==> config.mk <==
export PLATFORM = sky130hd
export DESIGN_NAME = sr_bank_arbiter
export DESIGN_NICKNAME = d
export VERILOG_FILES = /design/src/rtl/sr_bank_arbiter.sv
export SDC_FILE = /design/constraint.sdc
export NUM_CORES = 1
export LEC_CHECK = 0
export CORE_ASPECT_RATIO = 0.75
export CORE_UTILIZATION = 40
export CTS_BUF_LIST = sky130_fd_sc_hd__clkbuf_2 sky130_fd_sc_hd__clkbuf_4 sky130_fd_sc_hd__clkbuf_8
export CTS_CLUSTER_SIZE = 20
export DETAILED_ROUTE_END_ITERATION = 12
export HOLD_SLACK_MARGIN = 0.05
export PLACE_DENSITY = 0.75
export SYNTH_ARGS = -nofsm -noshare
export SYNTH_HDL_FRONTEND = slang
export SYNTH_SLANG_ARGS = --single-unit
==> constraint.sdc <==
create_clock -name CLK -period 2.11 [get_ports CLK]
set_input_delay 0.422 -clock CLK [delete_from_list [all_inputs] [get_ports CLK]]
set_output_delay 0.422 -clock CLK [all_outputs]
set_load 0.01 [all_outputs]
==> src/rtl/sr_bank_arbiter.sv <==
// sr_bank_arbiter: round-robin sharing of one set/reset D flip-flop bank
// between requesters A and B. Each granted command is turned into legal
// per-bit R/S/D drive, and the bank is read back and checked afterwards.
module sr_bank_arbiter #(
  parameter int N = 8
) (
  input  logic         CLK,
  input  logic         R,
  input  logic         A_REQ,
  input  logic [1:0]   A_OP,
  input  logic [N-1:0] A_DATA,
  output logic         A_GNT,
  output logic         A_DONE,
  input  logic         B_REQ,
  input  logic [1:0]   B_OP,
  input  logic [N-1:0] B_DATA,
  output logic         B_GNT,
  output logic         B_DONE,
  output logic [N-1:0] RDATA,
  output logic         ERR,
  output logic         BUSY,
  output logic [N-1:0] BR,
  output logic [N-1:0] BS,
  output logic [N-1:0] BD,
  input  logic [N-1:0] BQ,
  input  logic [N-1:0] BVAL
);

  localparam logic [1:0] OP_LOAD   = 2'b00;
  localparam logic [1:0] OP_CLEAR  = 2'b01;
  localparam logic [1:0] OP_PRESET = 2'b10;
  localparam logic [1:0] OP_READ   = 2'b11;

  typedef enum logic [1:0] {
    IDLE  = 2'd0,
    APPLY = 2'd1,
    CHECK = 2'd2,
    RESP  = 2'd3
  } state_t;

  state_t       state_r, state_nx_s;
  logic         grant_s, win_b_s, owner_nx_s;
  logic [1:0]   op_r;
  logic [N-1:0] data_r, old_r, exp_s;
  logic         owner_r;   // 0 = A, 1 = B
  logic         last_r;    // last winner, 0 = A, 1 = B
  logic         a_gnt_nx_s, b_gnt_nx_s, a_done_nx_s, b_done_nx_s, busy_nx_s;
  logic [N-1:0] rdata_nx_s;
  logic         err_nx_s;

  // State register
  always_ff @(posedge CLK) begin
    if (R) begin
      state_r <= IDLE;
    end else begin
      state_r <= state_nx_s;
    end
  end

  // Next-state and round-robin arbitration; the winner is whoever is not LAST
  always_comb begin
    state_nx_s = state_r;
    grant_s    = 1'b0;
    win_b_s    = 1'b0;
    case (state_r)
      IDLE: begin
        if (A_REQ && (!B_REQ || last_r)) begin
          grant_s    = 1'b1;
          win_b_s    = 1'b0;
          state_nx_s = APPLY;
        end else if (B_REQ) begin
          grant_s    = 1'b1;
          win_b_s    = 1'b1;
          state_nx_s = APPLY;
        end else begin
          state_nx_s = IDLE;
        end
      end
      APPLY:   state_nx_s = CHECK;
      CHECK:   state_nx_s = RESP;
      RESP:    state_nx_s = IDLE;
      default: state_nx_s = IDLE;
    endcase
  end

  // Expected bank contents after the latched command
  always_comb begin
    exp_s = old_r;
    case (op_r)
      OP_LOAD:   exp_s = data_r;
      OP_CLEAR:  exp_s = old_r & ~data_r;
      OP_PRESET: exp_s = old_r | data_r;
      OP_READ:   exp_s = old_r;
      default:   exp_s = old_r;
    endcase
  end

  // Next values of the registered outputs, derived from the upcoming state
  always_comb begin
    owner_nx_s  = grant_s ? win_b_s : owner_r;
    a_gnt_nx_s  = ((state_nx_s == APPLY) || (state_nx_s == CHECK)) && !owner_nx_s;
    b_gnt_nx_s  = ((state_nx_s == APPLY) || (state_nx_s == CHECK)) && owner_nx_s;
    a_done_nx_s = (state_nx_s == RESP) && !owner_nx_s;
    b_done_nx_s = (state_nx_s == RESP) && owner_nx_s;
    busy_nx_s   = (state_nx_s != IDLE);
    rdata_nx_s  = RDATA;
    err_nx_s    = ERR;
    if (state_r == CHECK) begin
      rdata_nx_s = BQ;
      err_nx_s   = (BQ != exp_s) | ~&BVAL;
    end else begin
      rdata_nx_s = RDATA;
      err_nx_s   = ERR;
    end
  end

  // Output registers and command latch
  always_ff @(posedge CLK) begin
    if (R) begin
      A_GNT   <= 1'b0;
      B_GNT   <= 1'b0;
      A_DONE  <= 1'b0;
      B_DONE  <= 1'b0;
      BUSY    <= 1'b0;
      ERR     <= 1'b0;
      RDATA   <= '0;
      last_r  <= 1'b1;
      owner_r <= 1'b0;
      op_r    <= OP_READ;
      data_r  <= '0;
      old_r   <= '0;
    end else begin
      A_GNT  <= a_gnt_nx_s;
      B_GNT  <= b_gnt_nx_s;
      A_DONE <= a_done_nx_s;
      B_DONE <= b_done_nx_s;
      BUSY   <= busy_nx_s;
      ERR    <= err_nx_s;
      RDATA  <= rdata_nx_s;
      if (grant_s) begin
        last_r  <= win_b_s;
        owner_r <= win_b_s;
        op_r    <= win_b_s ? B_OP : A_OP;
        data_r  <= win_b_s ? B_DATA : A_DATA;
        old_r   <= BQ;
      end else begin
        last_r  <= last_r;
        owner_r <= owner_r;
        op_r    <= op_r;
        data_r  <= data_r;
        old_r   <= old_r;
      end
    end
  end

  // Bank drive: clear during reset, command drive in APPLY, hold otherwise
  always_comb begin
    BR = '0;
    BS = '0;
    BD = BQ;
    if (R) begin
      BR = '1;
      BS = '0;
      BD = '0;
    end else if (state_r == APPLY) begin
      case (op_r)
        OP_LOAD: begin
          BR = '0;
          BS = '0;
          BD = data_r;
        end
        OP_CLEAR: begin
          BR = data_r;
          BS = '0;
          BD = BQ;
        end
        OP_PRESET: begin
          BR = '0;
          BS = data_r;
          BD = BQ;
        end
        OP_READ: begin
          BR = '0;
          BS = '0;
          BD = BQ;
        end
        default: begin
          BR = '0;
          BS = '0;
          BD = BQ;
        end
      endcase
    end else begin
      BR = '0;
      BS = '0;
      BD = BQ;
    end
  end

endmodule

==> summary.txt <==
Vias - 1914
H-Tree Depth - 2
Cell area after synthesis - 0.00194 mm2
Area share of the largest cell type after synthesis - 37.2%
CP Launch Type - flip-flop
Initial Utilization - 42.6%
Fill count - 379
FMAX - 462 MHz
Max Cap Viol - 0
Multi-input gate area - 0.00117 mm2
HPWL Detailed - 3590 um
Final worst setup slack - -0.0537 ns
CTS clk-pin slew, worst paths - 0.07 ns
# hold bufs at CTS - 0
Vias per inst - 4.97
Routed WL - 5300 um
ANT nets after route - 0
Final setup fails - 2
Critical path peak fanout - 5
Number of distinct library cells after synthesis - 34
Worst Tran Pin Value - 0.277 ns
Max Buffers Root-to-Sink - 2
Overall global routing resource usage - 21.5%
Synth warn - 0
Vias in the first global route - 1786
CTS Sinks - 36
Seq/Total Area, Yosys - 37.2%
Ratio of final minimum period to clock period - 103%
Skew final - 0.00982 ns
N_diodes - 0
Placed cell area - 0.00288 mm2
Syn Inst Count - 224
Pleak - 0.00136 uW
Headroom to the max-slew limit - 81.4%
Arr. time, crit path - 1.74 ns
Post-synth EDFFs - 0
WL per Instance - 13.8 um
First-pass GRT wire length - 8410 um
Die X - 82.4 um
Layout area overhead - 60.1%
Pwr Density - 910 mW/mm2
P_sw - 1030 uW
Synthesized area per cell - 8.65 um2
Final-report hold violation count - 0
FF+latch area - 726 um2
Top-count cell post-synth - dfxtp_1
#FFs+latches synth - 36
Min Tclk post-route - 2.16 ns
Total power - 2820 uW
Standard-cell rows - 21
Initial antenna violation count - 0
Status - finished, violations left
Switching part of the total power - 36.4%
Iteration-0 DRC Markers - 66
Design area - 0.00310 mm2
Pint - 1800 uW
Layout cell share with drive strength beyond 1 - 22.0%
# DRC - 0
Clock group share of total power - 17.1%
Ys async rst share - 0%
Placer's final routability congestion estimate - 0.738
RSZ-0062 raised after global routing - true
Kind of critical path - reg2out
Total CTS buffers - 5
Synthesized net count - 270
Reg power frac - 36.0%
Setup_tns - -0.0811 ns
Post-Layout Cell Count - 385
Failing checks - setup timing
Io pins - 78
Clk root buf - clkbuf_8
Slew Viols, Final - 0
Critical path endpoint category - output port
Post-synth top cells - dfxtp_1, nor2_1, mux2i_1
WP data required - 1.69 ns
Synth area leaders - dfxtp_1, mux2i_1, nor2_1
GRT overflow - 0
DRT Pass-1 Iters - 4
Comb pwr share - 46.9%
Largest area contributor in the netlist - dfxtp_1
Largest net degree at the start of global routing - 49
Post-synth top flop - dfxtp_1
Hold WC Path Type - reg2reg
Die H - 62.3 um
Core ar. - 0.00455 mm2
Nets - 374
Clk Latency, worst-skew pair - 0.29 ns
Port Buf Inserts - 77
Die area - 0.00513 mm2
DP Cell Count - 365
Worst vdd ir - 0.527 mV
CTS tree - done
Final Core Density - 68.3%
[final cells by class]
class / count / share of cell area (%)
Multi-Input combinational cell: 166 / 37.7
Inverter: 7 / 0.927
Tap cell: 57 / 2.30
Sequential cell: 36 / 23.4
Timing Repair Buffer: 112 / 33.1
Clock buffer: 6 / 2.46
Clock inverter: 1 / 0.161
[registers in the layout, summed over array words and instances (netlist names), 2 cells and up]
name,count
data_r,8
state_r,2
op_r,2
RDATA,8
old_r,8
[through the flow]
step / worst slack [ns] / hold slack, ns
3_3_place_gp: 0.00302 / 0.434
5_1_grt: -0.121 / 0.479
4_1_cts: -0.0347 / 0.458
2_1_floorplan: 0.480 / 0.423
6_report: -0.0537 / 0.460
3_5_place_dp: -0.0850 / 0.446
[path summary, 6_finish.rpt]
check	from	to	slack (ns)	cells past startpoint
worst max-delay path	state_r[1]$_SDFF_PP0_	BD[7]	-0.05	9
worst max register to register	state_r[1]$_SDFF_PP0_	op_r[0]$_SDFFE_PP1N_	0.08	13
worst min register to register	old_r[4]$_SDFFE_PP0N_	old_r[4]$_SDFFE_PP0N_	0.46	2
worst min-delay path	old_r[4]$_SDFFE_PP0N_	old_r[4]$_SDFFE_PP0N_	0.46	2
[layout by cell type (no fill, tap or decap), drive strengths merged, types with 2 or more instances in the layout]
cell type	instances
inv	7
nor3b	2
xnor2	4
xor2	4
nor2	32
mux2i	26
a211o	2
nand2	25
o21bai	6
a211oi	8
dfxtp	36
and2	10
a22o	4
a21oi	10
dlygate4sd2	8
ha	6
nor4	2
a21o	8
buf	44
a31oi	4
clkdlybuf4s15	7
clkbuf	7
and3	2
clkdlybuf4s50	52
o21ai	5
[routing by layer]
metal | up-vias | share of wire, % | global-route usage, %
met2 | 64 | 46 | 33.6
met3 | 6 | 6.7 | 5.74
met5 | - | 0 | 0
met1 | 870 | 46 | 29.2
li1 | 974 | - | -
met4 | 0 | 0.87 | 4.61
[power groups by stage]
stage	sequential (uW)	clock [uW]	combinational [uW]
3_3_place_gp	1000	0	1160
5_1_grt	1040	514	1470
2_1_floorplan	981	0	724
3_5_place_dp	1010	0	1180
6_report	1020	482	1330
4_1_cts	1010	483	1260
[timing repair]
| item | 4_1_cts | 5_1_grt |
|---|---|---|
| gates resized for setup | 63 | 22 |
| setup buffers | 13 | 1 |
| pin swaps | 1 | 7 |
| endpoints found under the hold margin | 0 | 0 |
| setup endpoints to repair | 24 | 28 |
[logic make-up after synthesis]
kind of cell | count (synthesis) | share of synthesized area (%)
XOR/XNOR | 8 | 3.61
flip-flops | 36 | 37.2
AND/OR/NAND/NOR | 78 | 18.7
multiplexers | 26 | 13.4
AO/OA/AOI/OAI | 48 | 17.0
adder cells (fa/ha/maj) | 6 | 3.87
buffers and inverters | 22 | 6.13
[worst max-delay path, stage by stage, from the launching register on]
cell,delay (ns)
dfxtp_2,0.33
inv_2,0.07
ha_4,0.14
nor3b_4,0.19
buf_6,0.15
buf_6,0.10
buf_6,0.08
mux2i_2,0.19
nor2_1,0.06
buf_2,0.14
No activity file was read; power rests on OpenSTA's default activity.
